[src/rtl/inv_test_seq_if.sv]
// Signal bundle between the inverter test sequencer and its controller/target.
// The slave side is the sequencer; the master side drives start/abort and the response bit.
interface inv_test_seq_if;
   logic       start;
   logic       abort;
   logic       dut_in;
   logic       dut_out;
   logic       busy;
   logic       done;
   logic       pass;
   logic [7:0] err_count;

   modport slave (
      input  start, abort, dut_out,
      output dut_in, busy, done, pass, err_count
   );

   modport master (
      output start, abort, dut_out,
      input  dut_in, busy, done, pass, err_count
   );
endinterface

[src/rtl/inv_test_seq.sv]
// Built-in test sequencer for an inverter path: drives LFSR stimulus, waits a settle
// window, samples the response and reports a mismatch count and pass/fail verdict.
//
// state    | meaning
// ---------+-----------------------------------------------------------
// S_IDLE   | waiting for start; dut_in and last verdict held
// S_DRIVE  | register the next stimulus bit onto dut_in
// S_SETTLE | wait SETTLE_CYCLES cycles for the path to settle
// S_SAMPLE | compare dut_out with the expected polarity, advance LFSR
// S_DONE   | publish verdict; done pulses on the way back to idle
module inv_test_seq #(
   parameter int unsigned SETTLE_CYCLES = 2,
   parameter int unsigned NUM_VECTORS   = 16,
   parameter bit          INVERTING     = 1'b1
) (
   input  logic           clk,
   input  logic           rst_n,
   inv_test_seq_if.slave  bus
);

   typedef enum logic [2:0] {
      S_IDLE   = 3'd0,
      S_DRIVE  = 3'd1,
      S_SETTLE = 3'd2,
      S_SAMPLE = 3'd3,
      S_DONE   = 3'd4
   } state_t;

   localparam logic [7:0] LFSR_SEED   = 8'hA5;
   localparam logic [7:0] SETTLE_LAST = 8'(SETTLE_CYCLES - 1);
   localparam logic [7:0] VEC_LAST    = 8'(NUM_VECTORS - 1);

   state_t     state_q, state_d;
   logic [7:0] lfsr_q, lfsr_d;
   logic [7:0] idx_q, idx_d;
   logic [7:0] cnt_q, cnt_d;
   logic [7:0] err_q, err_d;
   logic       dut_in_q, dut_in_d;
   logic       done_q, done_d;
   logic       pass_q, pass_d;
   logic       lfsr_fb;

   // x^8 + x^6 + x^5 + x^4 + 1, shifting towards the MSB
   assign lfsr_fb = lfsr_q[7] ^ lfsr_q[5] ^ lfsr_q[4] ^ lfsr_q[3];

   always_comb begin
      state_d  = state_q;
      lfsr_d   = lfsr_q;
      idx_d    = idx_q;
      cnt_d    = cnt_q;
      err_d    = err_q;
      dut_in_d = dut_in_q;
      done_d   = 1'b0;
      pass_d   = pass_q;

      case (state_q)
         S_IDLE: begin
            if (bus.start) begin
               state_d = S_DRIVE;
               err_d   = 8'd0;
               pass_d  = 1'b0;
               lfsr_d  = LFSR_SEED;
               idx_d   = 8'd0;
            end
         end
         S_DRIVE: begin
            dut_in_d = lfsr_q[0];
            cnt_d    = 8'd0;
            state_d  = S_SETTLE;
         end
         S_SETTLE: begin
            cnt_d = cnt_q + 8'd1;
            if (cnt_q == SETTLE_LAST) state_d = S_SAMPLE;
         end
         S_SAMPLE: begin
            if ((bus.dut_out != (lfsr_q[0] ^ INVERTING)) && (err_q != 8'hFF))
               err_d = err_q + 8'd1;
            lfsr_d = {lfsr_q[6:0], lfsr_fb};
            if (idx_q == VEC_LAST) begin
               state_d = S_DONE;
            end else begin
               idx_d   = idx_q + 8'd1;
               state_d = S_DRIVE;
            end
         end
         S_DONE: begin
            done_d  = 1'b1;
            pass_d  = (err_q == 8'd0);
            state_d = S_IDLE;
         end
         default: state_d = S_IDLE;
      endcase

      // Abort freezes the datapath where it stands; only the verdict is cleared.
      if (bus.abort && (state_q != S_IDLE)) begin
         state_d  = S_IDLE;
         lfsr_d   = lfsr_q;
         idx_d    = idx_q;
         cnt_d    = cnt_q;
         err_d    = err_q;
         dut_in_d = dut_in_q;
         done_d   = 1'b0;
         pass_d   = 1'b0;
      end
   end

   always_ff @(posedge clk or negedge rst_n) begin
      if (!rst_n) begin
         state_q  <= S_IDLE;
         lfsr_q   <= LFSR_SEED;
         idx_q    <= 8'd0;
         cnt_q    <= 8'd0;
         err_q    <= 8'd0;
         dut_in_q <= 1'b0;
         done_q   <= 1'b0;
         pass_q   <= 1'b0;
      end else begin
         state_q  <= state_d;
         lfsr_q   <= lfsr_d;
         idx_q    <= idx_d;
         cnt_q    <= cnt_d;
         err_q    <= err_d;
         dut_in_q <= dut_in_d;
         done_q   <= done_d;
         pass_q   <= pass_d;
      end
   end

   assign bus.dut_in    = dut_in_q;
   assign bus.busy      = (state_q != S_IDLE);
   assign bus.done      = done_q;
   assign bus.pass      = pass_q;
   assign bus.err_count = err_q;

endmodule

[src/flat_wrapper.sv]
// flat-port wrapper written by rule: the top's interface ports become plain ports
module inv_test_seq_flat 
#(
   parameter int unsigned SETTLE_CYCLES = 2,
   parameter int unsigned NUM_VECTORS   = 16,
   parameter bit          INVERTING     = 1'b1
)
  (clk, rst_n, bus_start, bus_abort, bus_dut_out, bus_dut_in, bus_busy, bus_done, bus_pass, bus_err_count);
  inv_test_seq_if bus_i ();
  input  logic clk;
  input  logic rst_n;
  input wire logic [$bits(bus_i.start)-1:0] bus_start;
  input wire logic [$bits(bus_i.abort)-1:0] bus_abort;
  input wire logic [$bits(bus_i.dut_out)-1:0] bus_dut_out;
  output wire logic [$bits(bus_i.dut_in)-1:0] bus_dut_in;
  output wire logic [$bits(bus_i.busy)-1:0] bus_busy;
  output wire logic [$bits(bus_i.done)-1:0] bus_done;
  output wire logic [$bits(bus_i.pass)-1:0] bus_pass;
  output wire logic [$bits(bus_i.err_count)-1:0] bus_err_count;
  assign bus_i.start = bus_start;
  assign bus_i.abort = bus_abort;
  assign bus_i.dut_out = bus_dut_out;
  assign bus_dut_in = bus_i.dut_in;
  assign bus_busy = bus_i.busy;
  assign bus_done = bus_i.done;
  assign bus_pass = bus_i.pass;
  assign bus_err_count = bus_i.err_count;
  inv_test_seq #(.SETTLE_CYCLES(SETTLE_CYCLES), .NUM_VECTORS(NUM_VECTORS), .INVERTING(INVERTING)) u_core (.clk(clk), .rst_n(rst_n), .bus(bus_i));
endmodule
[config.mk]
export PLATFORM = sky130hd
export DESIGN_NAME = inv_test_seq_flat
export DESIGN_NICKNAME = d
export VERILOG_FILES = /design/src/rtl/inv_test_seq_if.sv /design/src/rtl/inv_test_seq.sv /design/src/flat_wrapper.sv
export SDC_FILE = /design/constraint.sdc
export NUM_CORES = 1
export LEC_CHECK = 0
export ABC_AREA = 1
export BUFFER_PORTS_ARGS = -buffer_cell sky130_fd_sc_hd__buf_2
export CORE_MARGIN = 10
export CORE_UTILIZATION = 55
export CTS_BUF_LIST = sky130_fd_sc_hd__clkbuf_4 sky130_fd_sc_hd__clkbuf_8
export DETAILED_ROUTE_END_ITERATION = 6
export PLACE_DENSITY = 0.74
export SLEW_MARGIN = 15
export SYNTH_ARGS = -nofsm -noshare
export SYNTH_HDL_FRONTEND = slang
export SYNTH_SLANG_ARGS = --single-unit
export TNS_END_PERCENT = 100
[constraint.sdc]
create_clock -name clk -period 2.3 [get_ports clk]
set_clock_uncertainty 0.05 [all_clocks]
set_input_delay 0.115 -clock clk [delete_from_list [all_inputs] [get_ports clk]]
set_output_delay 0.115 -clock clk [all_outputs]
set_load 0.05 [all_outputs]
==> results of run 1 <==
worst paths after layout:
check                                       start                to  slack, ps  depth (start not counted)
worst max register to register  u_core.state_q[2]   u_core.idx_q[6]        760                          7
worst max-delay path            u_core.state_q[2]   u_core.idx_q[6]        760                          7
worst min-delay path                    bus_abort   u_core.bus.done         50                          2
worst min register to register   u_core.lfsr_q[6]  u_core.lfsr_q[7]        440                          2
max in group asynchronous                   rst_n  u_core.lfsr_q[6]       1280                          2
min in group asynchronous                   rst_n   u_core.cnt_q[6]        390                          2
logic make-up after synthesis:
group / Yosys count / synth area share, %
and+or+nand+nor: 152 / 32.15
adders and majority gates: 5 / 2.860
xor gates and xnor gates: 6 / 2.403
DFF: 38 / 43.71
AOI/OAI and AO/OA: 36 / 11.04
buffers and inverters: 41 / 7.837
flip-flops by register name (all words and copies together), names as in the netlist:
| signal | count |
|---|---|
| u_core.lfsr_q | 8 |
| u_core.bus.dut_in | 1 |
| u_core.cnt_q | 8 |
| u_core.idx_q | 8 |
| u_core.state_q | 3 |
| u_core.bus.err_count | 8 |
| u_core.bus.pass | 1 |
| u_core.bus.done | 1 |
placed cells by master, fill, tap and decap left out, drive strengths merged:
| cell | n |
|---|---|
| dlygate4sd3 | 1 |
| o21ai | 18 |
| xor2 | 1 |
| dfrtp | 34 |
| nand2 | 91 |
| xnor2 | 5 |
| a21oi | 7 |
| nor2 | 29 |
| or2 | 1 |
| o22ai | 6 |
| inv | 39 |
| nor3 | 2 |
| nand3 | 21 |
| nor4 | 1 |
| buf | 16 |
| nand3b | 3 |
| dfstp | 4 |
| clkbuf | 7 |
| nand4 | 3 |
| ha | 5 |
| bufinv | 1 |
| o21bai | 2 |
| o31ai | 1 |
| nor3b | 1 |
| a22oi | 2 |
per-stage QoR:
stage | hold WS [ps] | total power, mW | instances
3_3_place_gp | 213.4 | 1.885 | 340
2_1_floorplan | -230.6 | 1.728 | 278
4_1_cts | 43.91 | 2.505 | 349
6_report | 54.50 | 2.483 | 349
5_1_grt | 64.74 | 2.660 | 349
3_5_place_dp | 215.7 | 1.897 | 340
metal layers:
| layer | routed length, um | global-route usage, % |
|---|---|---|
| met2 | 1866 | 19.55 |
| met5 | 0 | 0 |
| met3 | 180 | 4.004 |
| met4 | 43 | 4.000 |
| met1 | 2120 | 16.54 |
power breakdown:
part	total [mW]	switching (mW)	leakage [nW]	internal [mW]
clock network	0.603	0.238	0.0619	0.365
registers	0.918	0.105	0.508	0.813
logic	0.962	0.673	0.677	0.289
worst max-delay path, cell delays in order (launching register included):
cell and delay (ps):
dfrtp_1 430, inv_2 130, nand3_2 200, o21bai_4 250
nand2_2 100, nand2_2 130, nand2_1 90, nand2_1 50
final cells by class:
class                           count  area [um^2]
Inverter                           39        151.4
Clock inverter                      1        30.03
Timing Repair Buffer               17        90.09
Clock buffer                        7        90.09
Multi-Input combinational cell    199         1060
Fill cell                         342         1306
Sequential cell                    38        955.9
Tap cell                           48        60.06
what timing repair did:
item,4_1_cts,5_1_grt
resized for setup,0,0
hold buffers,1,0
setup endpoints to repair,0,0
buffers inserted,0,0
endpoints found under the hold margin,34,0
==> flow_summary.yaml, run 1 <==
floorplan:
  rows: 22
  fp.dieH_um: 83.06
  boundaryPins: 17
  die_w_um: 83.06
  start_util_pct: 58.42
  dieArea_mm2: 0.006899
  core_area_mm2: 0.003744
cts:
  clkLatencyLatePin_ps: 290
  cts.path.max_buffers: 2
  clockRootBuffer: "clkbuf_8"
  clk_pin_slew_ps: 80
  cts_tree: "done"
  cts_sinks: 38
  cts_buffers: 5
  htreeDepth: 2
power:
  ir_drop_v: 0.0006391
  p_leak_nw: 1.247
  p_per_area_mw_per_mm2: 1019
routing:
  drt-wirelength-per-cell_um: 12.06
  drc: 0
  firstDrtPassIters: 4
  drt_wl_total_mm: 4.210
  viasPerCell: 5.074
  vias: 1771
  drt-initial-drc-count: 48
  ant_nets: 0
logic_synthesis:
  synth.area.top_cells: "dfrtp_1 39%, nand2_1 14%, inv_1 5.8%, dfstp_2 4.8%, nand3_1 4.6%"
  synth.cell_area_mm2: 0.002187
  synthTopCellsByCount: "81 x nand2_1, 34 x dfrtp_1, 34 x inv_1"
  synthCells: 278
  synth_fp_nets: 288
  synth_cell_types: 35
  yosysMostFrequentCell: "nand2_1"
  synth_edf_count: 0
  synth_seq_cells: 38
  async_flop_share_pct: 100.0
  yosysSeqAreaShare_pct: 43.71
  synth_top_area_share_pct: 38.90
  postSynthAreaPerCell_um2: 7.867
  yosysTopAreaCell: "dfrtp_1"
  yosys_warnings: 0
  synth_flop_cell: "dfrtp_1"
critical_path:
  cp-end-kind: "flop"
  worstPathRequired_ps: 2440
  worstSetupStartpointType: "flop"
  cp_max_fo: 9
  crit_type: "reg2reg"
  critical_path_arrival_ps: 1680
timing:
  slew_headroom_pct: 45.29
  fin_tns_setup_ps: 0
  setup_slack_ps: 761.4
  period_needed_ps: 1539
  max_freq_ghz: 0.6499
  setup_violations: 0
  rsz0062_at_grt: "no"
  hold_viol: 0
  timing.final.crit_share_pct: 66.90
  worstMarginPinSlew_ps: 820.7
  maxSlewViolCount: 0
placement:
  dp_hpwl_mm: 3.154
  post-place-ws_ps: 773.1
  gp_congestion: 0.8818
  port_buffers: 16
  place_area_mm2: 0.002307
cells_and_area:
  fin_nets: 310
  utilization_pct: 65.11
  area_growth_pct: 11.44
  stdcell_area_mm2: 0.002437
  diodes: 0
  drive_gt1_share_pct: 19.27
grt:
  antenna_found_initial: 0
  grt_max_degree: 39
  gr-usage-all-layers_pct: 12.74
  grt_pass1_wl_mm: 7.603
  grt_pass1_vias: 1691
  grt-ovfl-total: 0
status:
  outcome: "complete, no violations"
min_path:
  hold_path.class: "in2reg"
job:
  drv_cap: 0
No activity file was read; power rests on OpenSTA's default activity.
==> inputs of run 2 (changes only) <==
--- a/config.mk
+++ b/config.mk
@@ -11,7 +11,7 @@
 export CORE_UTILIZATION = 55
 export CTS_BUF_LIST = sky130_fd_sc_hd__clkbuf_4 sky130_fd_sc_hd__clkbuf_8
 export DETAILED_ROUTE_END_ITERATION = 6
-export PLACE_DENSITY = 0.74
+export PLACE_DENSITY = 0.77
 export SLEW_MARGIN = 15
 export SYNTH_ARGS = -nofsm -noshare
 export SYNTH_HDL_FRONTEND = slang
==> constraint.sdc (replaced) <==
create_clock -name clk -period 1.4 [get_ports clk]
set_clock_uncertainty 0.05 [all_clocks]
set_input_delay 0.07 -clock clk [delete_from_list [all_inputs] [get_ports clk]]
set_output_delay 0.07 -clock clk [all_outputs]
set_load 0.05 [all_outputs]
==> run 2 against run 1 <==
Effect of this change:
- the run now ends with negative setup slack left
- non-clock buffer count up 31
- largest power group unchanged
- via count up 13%
- largest cell class unchanged
- sequential power up 64%
- critical endpoint is now bus_busy
- highest routed layer unchanged
==> flow_summary.yaml, run 2 (synthesized netlist as in run 1, its figures left out) <==
status:
  outcome: "finished with violations"
  violations: "negative setup slack"
routing:
  viasPerCell: 5.257
  firstDrtPassIters: 4
  drt-wirelength-per-cell_um: 13.83
  drt_wl_total_mm: 5.270
  ant_nets: 0
  drc: 0
  drt-initial-drc-count: 138
  vias: 2003
grt:
  grt-ovfl-total: 0
  gr-usage-all-layers_pct: 14.09
  grt_max_degree: 25
  antenna_found_initial: 0
  grt_pass1_wl_mm: 8.266
  grt_pass1_vias: 1836
timing:
  fin_tns_setup_ps: -9.001
  setup_violations: 2
  rsz0062_at_grt: "yes"
  worstMarginPinSlew_ps: 380.7
  maxSlewViolCount: 0
  period_needed_ps: 1405
  max_freq_ghz: 0.7118
  setup_slack_ps: -4.895
  hold_viol: 0
  slew_headroom_pct: 74.62
  timing.final.crit_share_pct: 100.3
  holdWs_ps: 159.4
power:
  p_total_mw: 4.991
  p_per_area_mw_per_mm2: 1744
  p_seq_share_pct: 30.4
  p_sw_mw: 2.042
  ir_drop_v: 0.001070
  clock_power_share_pct: 22.8
  p_int_mw: 2.950
  swShare_pct: 40.91
  p_comb_share_pct: 46.8
  p_leak_nw: 1.429
floorplan:
  dieArea_mm2: 0.006899
  boundaryPins: 17
  fp.dieH_um: 83.06
  core_area_mm2: 0.003744
  die_w_um: 83.06
  start_util_pct: 58.42
  rows: 22
critical_path:
  crit_type: "reg2out"
  reg2reg_from: "u_core.state_q[1]"
  critPathBufInv: 2
  crit_slowest_cell: "dfrtp_1"
  worstSetupStartpointType: "flop"
  cp_max_fo: 3
  cp-end-kind: "primary output"
  crit_chain: "nor2_4 > nand2_4 > buf_6 > buf_8"
  worstPathRequired_ps: 1280
  critical_path.startpoint: "u_core.state_q[1]"
  crit_family: "flip-flops"
  critical_path_arrival_ps: 1280
  cpPeakStageDelay_ps: 440
cells_and_area:
  utilization_pct: 76.47
  area_growth_pct: 30.89
  stdcell_area_mm2: 0.002863
  nFillCells: 284
  fin_nets: 342
  drive_gt1_share_pct: 34.53
  final_cells: 381
  diodes: 0
  layout_commonest_cell: "nand2_1"
  final_cell_mix: "72 x nand2_1, 31 x inv_1, 29 x dfrtp_1, 28 x buf_4, 24 x nor2_1"
job:
  drv_cap: 0
placement:
  dp_hpwl_mm: 3.528
  post-place-ws_ps: -50.35
  port_buffers: 16
  place_area_mm2: 0.002520
  place_inst: 363
  gp_congestion: 0.8097
cts:
  cts_sinks: 38
  cts_buffers: 5
  clockRootBuffer: "clkbuf_8"
  clkLatencyLatePin_ps: 300
  cts_tree: "done"
  clk_pin_slew_ps: 80
  htreeDepth: 2
  cts.path.max_buffers: 2
min_path:
  hold_path.class: "in2async"
-- run 2: cell types whose count changed in the layout (fill, tap and decap cells not counted), sizes merged --
cell,change
buf,+30
clkinv,+1
clkbuf,-2
clkinvlp,+1
dlygate4sd3,+1
inv,-1
nand2,+1
bufinv,+1
-- run 2: path summary, 6_finish.rpt --
check,endpoint,slack [ps],cells past startpoint
min reg2reg,u_core.lfsr_q[7],440,2
min,u_core.bus.err_count[4],160,2
max,bus_busy,-5,4
min in group clk,u_core.state_q[0],190,4
max in group asynchronous,u_core.lfsr_q[0],610,3
max reg2reg,u_core.idx_q[4],-5,6
-- run 2: layout make-up --
class	instances	area [um^2]	share of cell area (%)
clock buffers	5	68.82	2.404
clock inverters	3	68.82	2.404
inverters	39	160.2	5.594
multi-input cells	200	1191	41.61
flip-flops and latches	38	962.2	33.61
well taps	48	60.06	2.098
repair buffers	48	351.6	12.28
-- run 2: worst reg2reg max path: stages (launching register included) --
cell,delay (ps)
dfrtp_1,440
buf_4,150
nand3_2,110
buf_4,190
nor3b_1,230
nand3_1,100
nand2_1,80
-- run 2: metal layers --
| layer | vias to the layer above | track usage (%) | share of wire (%) |
|---|---|---|---|
| li1 | 995 | - | - |
| met1 | 942 | 16.96 | 42 |
| met2 | 58 | 22.91 | 51 |
| met3 | 8 | 4.297 | 6.0 |
| met4 | 0 | 5.385 | 1.4 |
| met5 | - | 0 | 0 |
-- run 2: repair_timing --
action / in CTS / in global routing
gates cloned: 0 / 1
hold endpoints to repair: 35 / 0
gates resized for setup: 11 / 23
endpoints found under the setup margin: 18 / 28
setup buffers: 1 / 6
hold buffers: 2 / 0
pin swaps: 2 / 8
-- run 2: power by group through the flow --
stage / Clock (mW) / Combinational (mW) / Sequential [mW]
after floorplan: 0 / 1.26 / 1.61
after global placement: 0 / 1.80 / 1.50
after detailed placement: 0 / 1.83 / 1.52
after CTS: 1.16 / 2.00 / 1.51
after global routing: 1.20 / 2.53 / 1.54
final: 1.14 / 2.34 / 1.51
==> inputs of run 3 (changes only) <==
--- a/config.mk
+++ b/config.mk
@@ -7,9 +7,12 @@
 export LEC_CHECK = 0
 export ABC_AREA = 1
 export BUFFER_PORTS_ARGS = -buffer_cell sky130_fd_sc_hd__buf_2
+export CELL_PAD_IN_SITES_DETAIL_PLACEMENT = 0
+export CELL_PAD_IN_SITES_GLOBAL_PLACEMENT = 2
 export CORE_MARGIN = 10
-export CORE_UTILIZATION = 55
+export CORE_UTILIZATION = 33
 export CTS_BUF_LIST = sky130_fd_sc_hd__clkbuf_4 sky130_fd_sc_hd__clkbuf_8
+export CTS_CLUSTER_DIAMETER = 50
 export DETAILED_ROUTE_END_ITERATION = 6
 export PLACE_DENSITY = 0.77
 export SLEW_MARGIN = 15
==> run 3 against run 2 <==
Effect of this change:
- clock power fell by 29%
- utilization fell by 30 points
- sequential power is essentially flat
- die area increased by 49%
- clock-buffer cell count is 1 higher
- the flow now finishes without violations
- fmax is 0.92% higher
- largest cell class unchanged
- critical path type unchanged
- global-route usage fell by 3.8 points
- highest routed layer unchanged
- routed wire length shrank 3.1%
- cell area increased by 3.6%
==> flow_summary.yaml, run 3 (synthesized netlist as in run 1, its figures left out) <==
critical_path:
  crit_type: "reg2out"
  cpPeakStageDelay_ps: 430
  crit_slowest_cell: "dfrtp_1"
  worstPathRequired_ps: 1280
  crit_chain: "nor2_4 > nand2_4 > buf_6 > buf_8"
  cp-end-kind: "primary output"
  worstSetupStartpointType: "flop"
  critical_path_arrival_ps: 1270
  crit_family: "flip-flops"
  cp_max_fo: 3
  critPathBufInv: 2
routing:
  drt-wirelength-per-cell_um: 12.27
  drt_wl_total_mm: 5.104
  drc: 0
  firstDrtPassIters: 4
  viasPerCell: 4.526
  vias: 1883
  ant_nets: 0
  drt-initial-drc-count: 80
cts:
  cts_tree: "done"
  cts.path.max_buffers: 2
  clk_pin_slew_ps: 80
  clkLatencyLatePin_ps: 290
  htreeDepth: 2
  clockRootBuffer: "clkbuf_8"
  cts_buffers: 5
  cts_sinks: 38
floorplan:
  rows: 29
  core_area_mm2: 0.006386
  die_w_um: 101.4
  fp.dieH_um: 101.4
  dieArea_mm2: 0.01028
  start_util_pct: 34.25
  boundaryPins: 17
placement:
  gp_congestion: 0.7641
  dp_hpwl_mm: 3.730
  port_buffers: 16
grt:
  antenna_found_initial: 0
  met2_usage_pct: 15.38
  gr-usage-met3_pct: 3.744
  grt_max_degree: 39
  gr-usage-all-layers_pct: 10.27
  grt-ovfl-total: 0
  grt_pass1_vias: 1826
  top_usage_layer: "met2"
  grt_pass1_wl_mm: 8.569
  met1_usage_pct: 13.65
cells_and_area:
  multi_input_area_mm2: 0.001237
  fin_nets: 348
  diodes: 0
  utilization_pct: 46.45
  drive_gt1_share_pct: 39.23
  nFillCells: 632
  layout_commonest_cell: "nand2_1"
  final_cell_mix: "69 x nand2_1, 33 x buf_4, 31 x inv_1, 28 x dfrtp_1, 20 x nor2_1"
  area_growth_pct: 35.64
  register_area_um2: 963.4
power:
  p_leak_nw: 1.455
  p_per_area_mw_per_mm2: 1581
  ir_drop_v: 0.001048
timing:
  setup_violations: 0
  maxSlewViolCount: 0
  worstMarginPinSlew_ps: 410.8
  rsz0062_at_grt: "yes"
  max_freq_ghz: 0.7183
  hold_viol: 0
  timing.final.crit_share_pct: 99.43
  period_needed_ps: 1392
  holdWs_ps: 25.47
  slew_headroom_pct: 72.36
job:
  drv_cap: 0
status:
  outcome: "complete, no violations"
min_path:
  hold_path.class: "in2reg"
[run 3: cell types whose count changed in the layout (fill, tap and decap cells not counted), sizes merged]
| cell | previous run | this run |
|---|---|---|
| dlygate4sd3 | 2 | 1 |
| nand2 | 92 | 91 |
| clkinv | 1 | 2 |
| clkbuf | 5 | 6 |
| buf | 46 | 54 |
| bufinv | 2 | 0 |
[run 3: stage by stage]
stage	total power [mW]	cells	area [um^2]	setup slack [ps]	setup TNS [ps]
after floorplan	2.878	278	2215	-162.1	-1294
after CTS	4.442	409	2759	-38.52	-105.1
final	4.690	416	2967	7.919	0
after global placement	3.504	400	2616	-18.94	-155.7
after global routing	5.036	416	2967	-60.68	-674.1
after detailed placement	3.495	400	2616	-26.38	-135.8
[run 3: where the power goes]
part / leakage (nW) / internal, mW / switching (mW) / total (mW)
Clock: 0.0472 / 0.396 / 0.416 / 0.812
Combinational: 0.909 / 0.983 / 1.39 / 2.37
Sequential: 0.499 / 1.34 / 0.164 / 1.51
[run 3: final cells by class]
type	count	area share (%)
Sequential cell	38	32.48
Tap cell	77	3.248
Multi-Input combinational cell	199	41.71
Clock buffer	6	2.784
Timing Repair Buffer	55	13.92
Inverter	39	5.441
Clock inverter	2	0.4218
[run 3: final timing paths]
kind,start,endpoint,slack [ps],depth (start not counted)
max,u_core.state_q[1],bus_busy,8,4
min,bus_abort,u_core.bus.done,30,2
max reg2reg,u_core.state_q[1],u_core.bus.err_count[1],20,9
min reg2reg,u_core.bus.dut_in,u_core.bus.dut_in,440,2
max in group asynchronous,rst_n,u_core.lfsr_q[7],820,3
min in group asynchronous,rst_n,u_core.idx_q[7],220,3
[run 3: timing repair]
item                                    CTS  global route
setup buffers                             0             7
resized for setup                         9            47
hold endpoints to repair                 38             0
endpoints found under the setup margin   17            28
pin swaps                                 1            12
hold buffers                              1             0
cloned                                    0             0
[run 3: routing by layer]
layer	vias up	wire length, um
met1	856	2504
met2	15	2371
met4	0	49
li1	1007	-
met5	-	0
met3	5	178
[run 3: worst register-to-register path, stage by stage (launching register included)]
cell and delay (ps):
dfrtp_1 430, inv_2 80, nor2_4 180, nand2_4 80
nand2_4 70, nand2_4 60, inv_6 80, nand2_8 110
nand2_1 90, o21ai_2 50
